`src/rtl/pos_fetch_ctrl.sv`:
```
// Per-frame fetch of six position words into a shadow set, committed to the
// outputs in one edge once the last word has returned from memory.
module pos_fetch_ctrl #(
  parameter int WIDTH = 16,
  parameter int MXP   = 6000,
  parameter int MYP   = 6004,
  parameter int P1XP  = 6008,
  parameter int P1YP  = 6012,
  parameter int P2XP  = 6016,
  parameter int P2YP  = 6020
) (
  input  logic             clk,
  input  logic             reset,
  input  logic             en,
  input  logic             vblank_start,
  output logic [WIDTH-1:0] mem_addr,
  output logic             mem_rd,
  input  logic [WIDTH-1:0] mem_data,
  output logic [WIDTH-1:0] mx,
  output logic [WIDTH-1:0] my,
  output logic [WIDTH-1:0] p1x,
  output logic [WIDTH-1:0] p1y,
  output logic [WIDTH-1:0] p2x,
  output logic [WIDTH-1:0] p2y,
  output logic             snap_valid,
  output logic             busy,
  output logic             overrun
);

  typedef enum logic [1:0] {IDLE, FETCH, DRAIN, COMMIT} state_e;
  localparam logic [2:0] LAST_IDX = 3'd5;

  state_e           state_q;
  logic [2:0]       idx_q;
  logic [2:0]       rd_idx_q;
  logic             rd_valid_q;
  logic             mem_rd_q;
  logic [WIDTH-1:0] mem_addr_q;
  logic             snap_valid_q;
  logic             overrun_q;
  logic [WIDTH-1:0] shadow_q [6];
  logic [WIDTH-1:0] snap_q   [6];

  function automatic logic [WIDTH-1:0] addr_of(input logic [2:0] i);
    case (i)
      3'd0:    addr_of = WIDTH'(MXP);
      3'd1:    addr_of = WIDTH'(MYP);
      3'd2:    addr_of = WIDTH'(P1XP);
      3'd3:    addr_of = WIDTH'(P1YP);
      3'd4:    addr_of = WIDTH'(P2XP);
      3'd5:    addr_of = WIDTH'(P2YP);
      default: addr_of = '0;
    endcase
  endfunction

  always_ff @(posedge clk or negedge reset) begin
    if (!reset) begin
      state_q      <= IDLE;
      idx_q        <= '0;
      rd_idx_q     <= '0;
      rd_valid_q   <= 1'b0;
      mem_rd_q     <= 1'b0;
      mem_addr_q   <= '0;
      snap_valid_q <= 1'b0;
      overrun_q    <= 1'b0;
      for (int i = 0; i < 6; i++) begin
        shadow_q[i] <= '0;
        snap_q[i]   <= '0;
      end
    end else begin
      // Read data trails its address by one cycle, so the tag follows mem_rd.
      rd_valid_q   <= mem_rd_q;
      rd_idx_q     <= idx_q;
      snap_valid_q <= 1'b0;
      if (rd_valid_q && rd_idx_q <= LAST_IDX) shadow_q[rd_idx_q] <= mem_data;
      if (vblank_start && state_q != IDLE) overrun_q <= 1'b1;

      case (state_q)
        IDLE: begin
          if (vblank_start && en) begin
            state_q    <= FETCH;
            idx_q      <= '0;
            mem_rd_q   <= 1'b1;
            mem_addr_q <= addr_of(3'd0);
          end
        end
        FETCH: begin
          if (idx_q == LAST_IDX) begin
            state_q    <= DRAIN;
            idx_q      <= '0;
            mem_rd_q   <= 1'b0;
            mem_addr_q <= '0;
          end else begin
            idx_q      <= idx_q + 3'd1;
            mem_addr_q <= addr_of(idx_q + 3'd1);
          end
        end
        DRAIN: state_q <= COMMIT;
        COMMIT: begin
          for (int i = 0; i < 6; i++) snap_q[i] <= shadow_q[i];
          snap_valid_q <= 1'b1;
          state_q      <= IDLE;
        end
        default: state_q <= IDLE;
      endcase
    end
  end

  assign mem_addr   = mem_addr_q;
  assign mem_rd     = mem_rd_q;
  assign mx         = snap_q[0];
  assign my         = snap_q[1];
  assign p1x        = snap_q[2];
  assign p1y        = snap_q[3];
  assign p2x        = snap_q[4];
  assign p2y        = snap_q[5];
  assign snap_valid = snap_valid_q;
  assign busy       = (state_q != IDLE);
  assign overrun    = overrun_q;

endmodule

```
`config.mk`:
```
export PLATFORM = sky130hd
export DESIGN_NAME = pos_fetch_ctrl
export DESIGN_NICKNAME = d
export VERILOG_FILES = /design/src/rtl/pos_fetch_ctrl.sv
export SDC_FILE = /design/constraint.sdc
export NUM_CORES = 1
export LEC_CHECK = 0
export ABC_AREA = 1
export BUFFER_PORTS_ARGS = -buffer_cell sky130_fd_sc_hd__buf_4
export CORE_MARGIN = 2
export CORE_UTILIZATION = 58
export CTS_CLUSTER_SIZE = 10
export DETAILED_ROUTE_END_ITERATION = 7
export HOLD_SLACK_MARGIN = 0.02
export PLACE_DENSITY = 0.92
export SYNTH_ARGS = -nofsm -noshare
export SYNTH_HDL_FRONTEND = slang
export SYNTH_SLANG_ARGS = --single-unit
```
`constraint.sdc`:
```
create_clock -name clk -period 2.5 [get_ports clk]
set_clock_uncertainty 0.2 [all_clocks]
set_input_delay 0.625 -clock clk [delete_from_list [all_inputs] [get_ports clk]]
set_output_delay 0.625 -clock clk [all_outputs]
set_load 0.005 [all_outputs]
```
# Word-level counts from Yosys, hierarchy flattened

Index checks and enable logic that the tools add are counted.

Output and inout port bits: 116
Input port bits: 20
Register bits after elaboration: 220
Word-level logic and storage cells: 64

Bitwise logic cells: 1
$add $sub $neg: 1
Reductions and logical operators: 11
Multiplexer cells: 17
Eq/ne operators: 11
Magnitude comparators: 3

Operators by type and width:

| kind                                                       | count |
|---|---|
| bitwise mux 96 bit                                         | 1 |
| one-hot mux 13 bit (6 select lines)                        | 1 |
| demux 16 bit (select 3 bit)                                | 1 |
| two-way mux 16 bit                                         | 2 |
| one-hot mux 16 bit (2 select lines)                        | 1 |
| two-way mux 13 bit                                         | 1 |
| equality test 3 bit, second input constant                 | 3 |
| one-hot mux 2 bit (4 select lines)                         | 1 |
| equality test 3 x 2 -> 1 bit, second input constant        | 2 |
| two-way mux 3 bit                                          | 2 |
| one-hot mux 3 bit (2 select lines)                         | 1 |
| equality test 2 bit, second input constant                 | 2 |
| greater-or-equal comparator 4 bit, second input constant   | 1 |
| logical AND 1 bit                                          | 4 |
| less-than comparator 4 x 1 -> 1 bit, second input constant | 1 |
| two-way mux 2 bit                                          | 2 |
| != test 2 bit, second input constant                       | 2 |
| inverter 3 -> 4 bit                                        | 1 |
| AND reduction 2 bit                                        | 2 |
| nonzero test 2 bit                                         | 2 |
| adder 3 x 1 -> 3 bit, second input constant                | 1 |
| equality test 3 x 1 -> 1 bit, second input constant        | 1 |
| less-or-equal comparator 3 bit, second input constant      | 1 |
| zero test 3 bit                                            | 1 |
| other kinds (5)                                            | 7 |

# Depth between registers and ports, before layout

Depth in word-level cells: 6
Gate-level depth with buffers: 8
Depth with buffers taken out: 8

# Worst setup path before layout

No wires, ideal clock.

Kind: register to register
Start: register state_q[0]
End: register snap_q (netlist bit mx[0])
Setup time: 0.125 ns
Data required time: 2.175 ns
Path buffers: 3
Arrival time: 1.296 ns
Period minus slack after synthesis: 1.621 ns
Cell stages (with the launch flop): 6
Setup slack: 0.879 ns
Cells stage by stage: dfrtp_1 ha_1 buf_6 buf_8 buf_12 mux2_4

Longest elaborated chain between the ends: 1

RTL lines:

| item                          | RTL line | source |
|---|---|---|
| start, declared               | 33       | `state_e state_q;` |
| start signal, assigned        | 58       | `state_q <= IDLE;` |
| start signal, assigned        | 81       | `state_q <= FETCH;` |
| start signal, assigned        | 89       | `state_q <= DRAIN;` |
| equality test 2 bit           | 78       | `case (state_q)` |
| end signal, assigned by index | 68       | `snap_q[i] <= '0;` |
| end, declared                 | 42       | `logic [WIDTH-1:0] snap_q [6];` |

Every way passes these cells.
A chain may end at the register's enable or synchronous reset.

# Final worst setup path

Start: register state_q[0]
End: output busy

Longest elaborated chain between the ends: 1

RTL lines:

| item               | RTL line | source |
|---|---|---|
| nonzero test 2 bit | 118      | `assign busy = (state_q != IDLE);` |
| end, declared      | 26       | `output logic busy,` |

Every way passes these cells.

==> results.cfg <==
[logic_synthesis]
synth_top_area_share_pct = 64.7
synthCells = 646
syn_area_per_cell_sq_um = 12.5
yosysUniqueCellTypes = 23
yosys_register_bits = 209
synth_area_leaders = dfrtp_1 65%, mux2_2 7.8%, mux2_4 7.4%, nand2_1 6.8%, o21ai_0 5.7%
synth_largest_area_cell = dfrtp_1
synth_area_sq_mm = 0.00809
yosys_warnings = 0
ys_seq_area_share_pct = 64.7

[clocking]
cts_sinks = 209
cts_made_buffers = 24
htreeDepth = 1
ctsLongestPathBuffers = 3
cts_root_buffer = clkbuf_16
clock_latency_ns = 0.50
cts_tree = done
clk_pin_slew_worst_paths_ns = 0.05
cts_resized = 0

[timing]
min_period_ns = 2.34
fin_ws_ns = 0.159
tightestPinTransition_ns = 0.908
hold_viol = 0
rsz0062_at_grt = no
slew_violations = 0
final.setup.tns_ns = 0
finalCritPeriodShare_pct = 93.7
slew_headroom_pct = 39.3
finalSetupViolCount = 0
max_freq_mhz = 427

[final_layout]
multi_input_area_sq_mm = 0.00247
antenna_cells = 0
syn_to_final_growth_pct = 20.9
layout.nets = 799
final_area_sq_mm = 0.00978
fillCellCount = 980
drive_gt1_share_pct = 33.9
area.sequential_sq_mm = 0.00523

[hold_path]
min_to = overrun
hp-class = input port to flop
min_from = vblank_start
hold_depth = 2

[job]
maxCapViolations = 0

[placed_design]
place_ws_ns = 0.669
dpl_cell_area_sq_mm = 0.00915
post-dp-hpwl_mm = 11.7
port-buffer-count = 129
gp_congestion = 0.797

[detailed_routing]
wl_per_cell_um = 18.7
drt_iter0_drc = 374
drtAntennaViolNets = 0
first_pass_iters = 5
drc = 0
routed_via_density = 5.43
routed_wl_mm = 17.8
via_count = 5181

[power_and_ir_drop]
p_per_area_mw_per_mm2 = 1410
ir_worst_vdd_uv = 678
power.leakage_nw = 4.72
power_mw = 13.8

[setup_path]
path_cells = inv_1 -> ha_1 -> inv_1 -> buf_4
rr_startpoint = rd_idx_q[2]
reg2regPathDepth = 3
r2r_slack_ns = 0.66
path_common_cell = inv_1
critPathMaxFanout = 4
cpLargestDelayFamily = flip-flops
worst_r2r_endpoint = shadow_q[57]
crit_buf_inv = 3
cp.arrival_ns = 1.52
crit_path_max_incr_delay_ns = 0.43
crit_type = flop to output port
cp-end-kind = output port
start_kind = flop
required_ns = 1.67
critical-path-slowest-cell = dfrtp_1

[die]
die_x_um = 122
rows = 43
die_y_um = 122
dieArea_sq_mm = 0.0149
ios = 136
start_util_pct = 58.7
coreArea_sq_mm = 0.0138

[global_route]
grt-ovfl-total = 0
grt_max_degree = 61
track_usage_pct = 25.1
grt_first_pass_wirelength_mm = 28.5
grt_pass1_vias = 5289
antenna_found_initial = 0

[outcome]
status = completed
-- per-stage QoR --
step,std cells,util [%],hold slack [ns]
6_report,954,71.0,0.157
2_1_floorplan,651,-,0.129
3_3_place_gp,927,66.4,0.219
4_1_cts,954,71.0,0.145
3_5_place_dp,927,66.4,0.214
5_1_grt,954,71.0,0.147
-- synth_stat cells (all sizes together) --
master	n
mux2	96
buf	36
nand3	9
clkbuf	5
nor2	7
dfrtp	209
or2	1
ha	5
a21o	1
o21ai	98
inv	30
o211ai	1
nand2	147
conb	1
-- cell families after synthesis --
logic type	synth area share, %
multiplexers	15.2
flip-flops	64.7
adder cells (fa/ha/maj)	0.774
AO/OA/AOI/OAI	6.25
AND/OR/NAND/NOR	7.84
buffers and inverters	5.18
other	0.0464
-- worst max-delay path by stage --
stage	start	endpoint	depth (start not counted)
floorplan	state_q[0]	mx[0]	5
global placement	state_q[0]	busy	4
detailed placement	rd_idx_q[2]	shadow_q[57]	3
CTS	state_q[0]	busy	4
global route	state_q[0]	busy	4
finish	state_q[0]	busy	4
-- power breakdown --
part           switching, mW  internal, mW  total [mW]
clock network           1.21          1.69        2.90
logic                   2.00          2.75        4.75
registers               1.10          5.06        6.16
-- cell usage in the layout (no fill, tap or decap) --
master,count
nand2_2,1
nor2_1,6
buf_12,6
nand2_1,146
dlygate4sd3_1,1
o21ai_1,6
dfrtp_1,209
nor2_2,1
o211ai_1,1
inv_1,30
nand3_1,9
o21ai_0,92
ha_4,1
a21o_1,1
mux2_2,56
mux2_4,40
ha_1,4
clkbuf_16,24
or2_2,1
clkbuf_8,1
clkbuf_1,1
clkinv_8,1
buf_4,130
conb_1,6
-- metal layers --
layer | vias up | share of wire (%) | track usage [%]
met5 | - | 0 | 0
met4 | 0 | 2.1 | 8.33
met3 | 28 | 5.6 | 3.93
met2 | 179 | 49 | 40.6
met1 | 2615 | 43 | 35.3
li1 | 2359 | - | -
-- flip-flops by register name, summed over array words and instances, names as in the netlist, 2 cells and up --
register	flops
idx_q	3
mem_addr	5
mx	16
my	16
p1x	16
p1y	16
p2x	16
p2y	16
rd_idx_q	3
shadow_q	96
state_q	2
-- cell type report --
type,instances,area share [%]
clock inverters,1,0.166
clock buffers,25,6.18
multi-input cells,371,25.2
repair buffers,138,11.5
inverters,30,1.15
well taps,180,2.30
flip-flops and latches,209,53.5
-- timing repair --
item                                   CTS  global route
endpoints found under the hold margin   56             0
hold buffers                             1             0
buffers inserted                         0             0
Power figures use the tool's default switching activity.
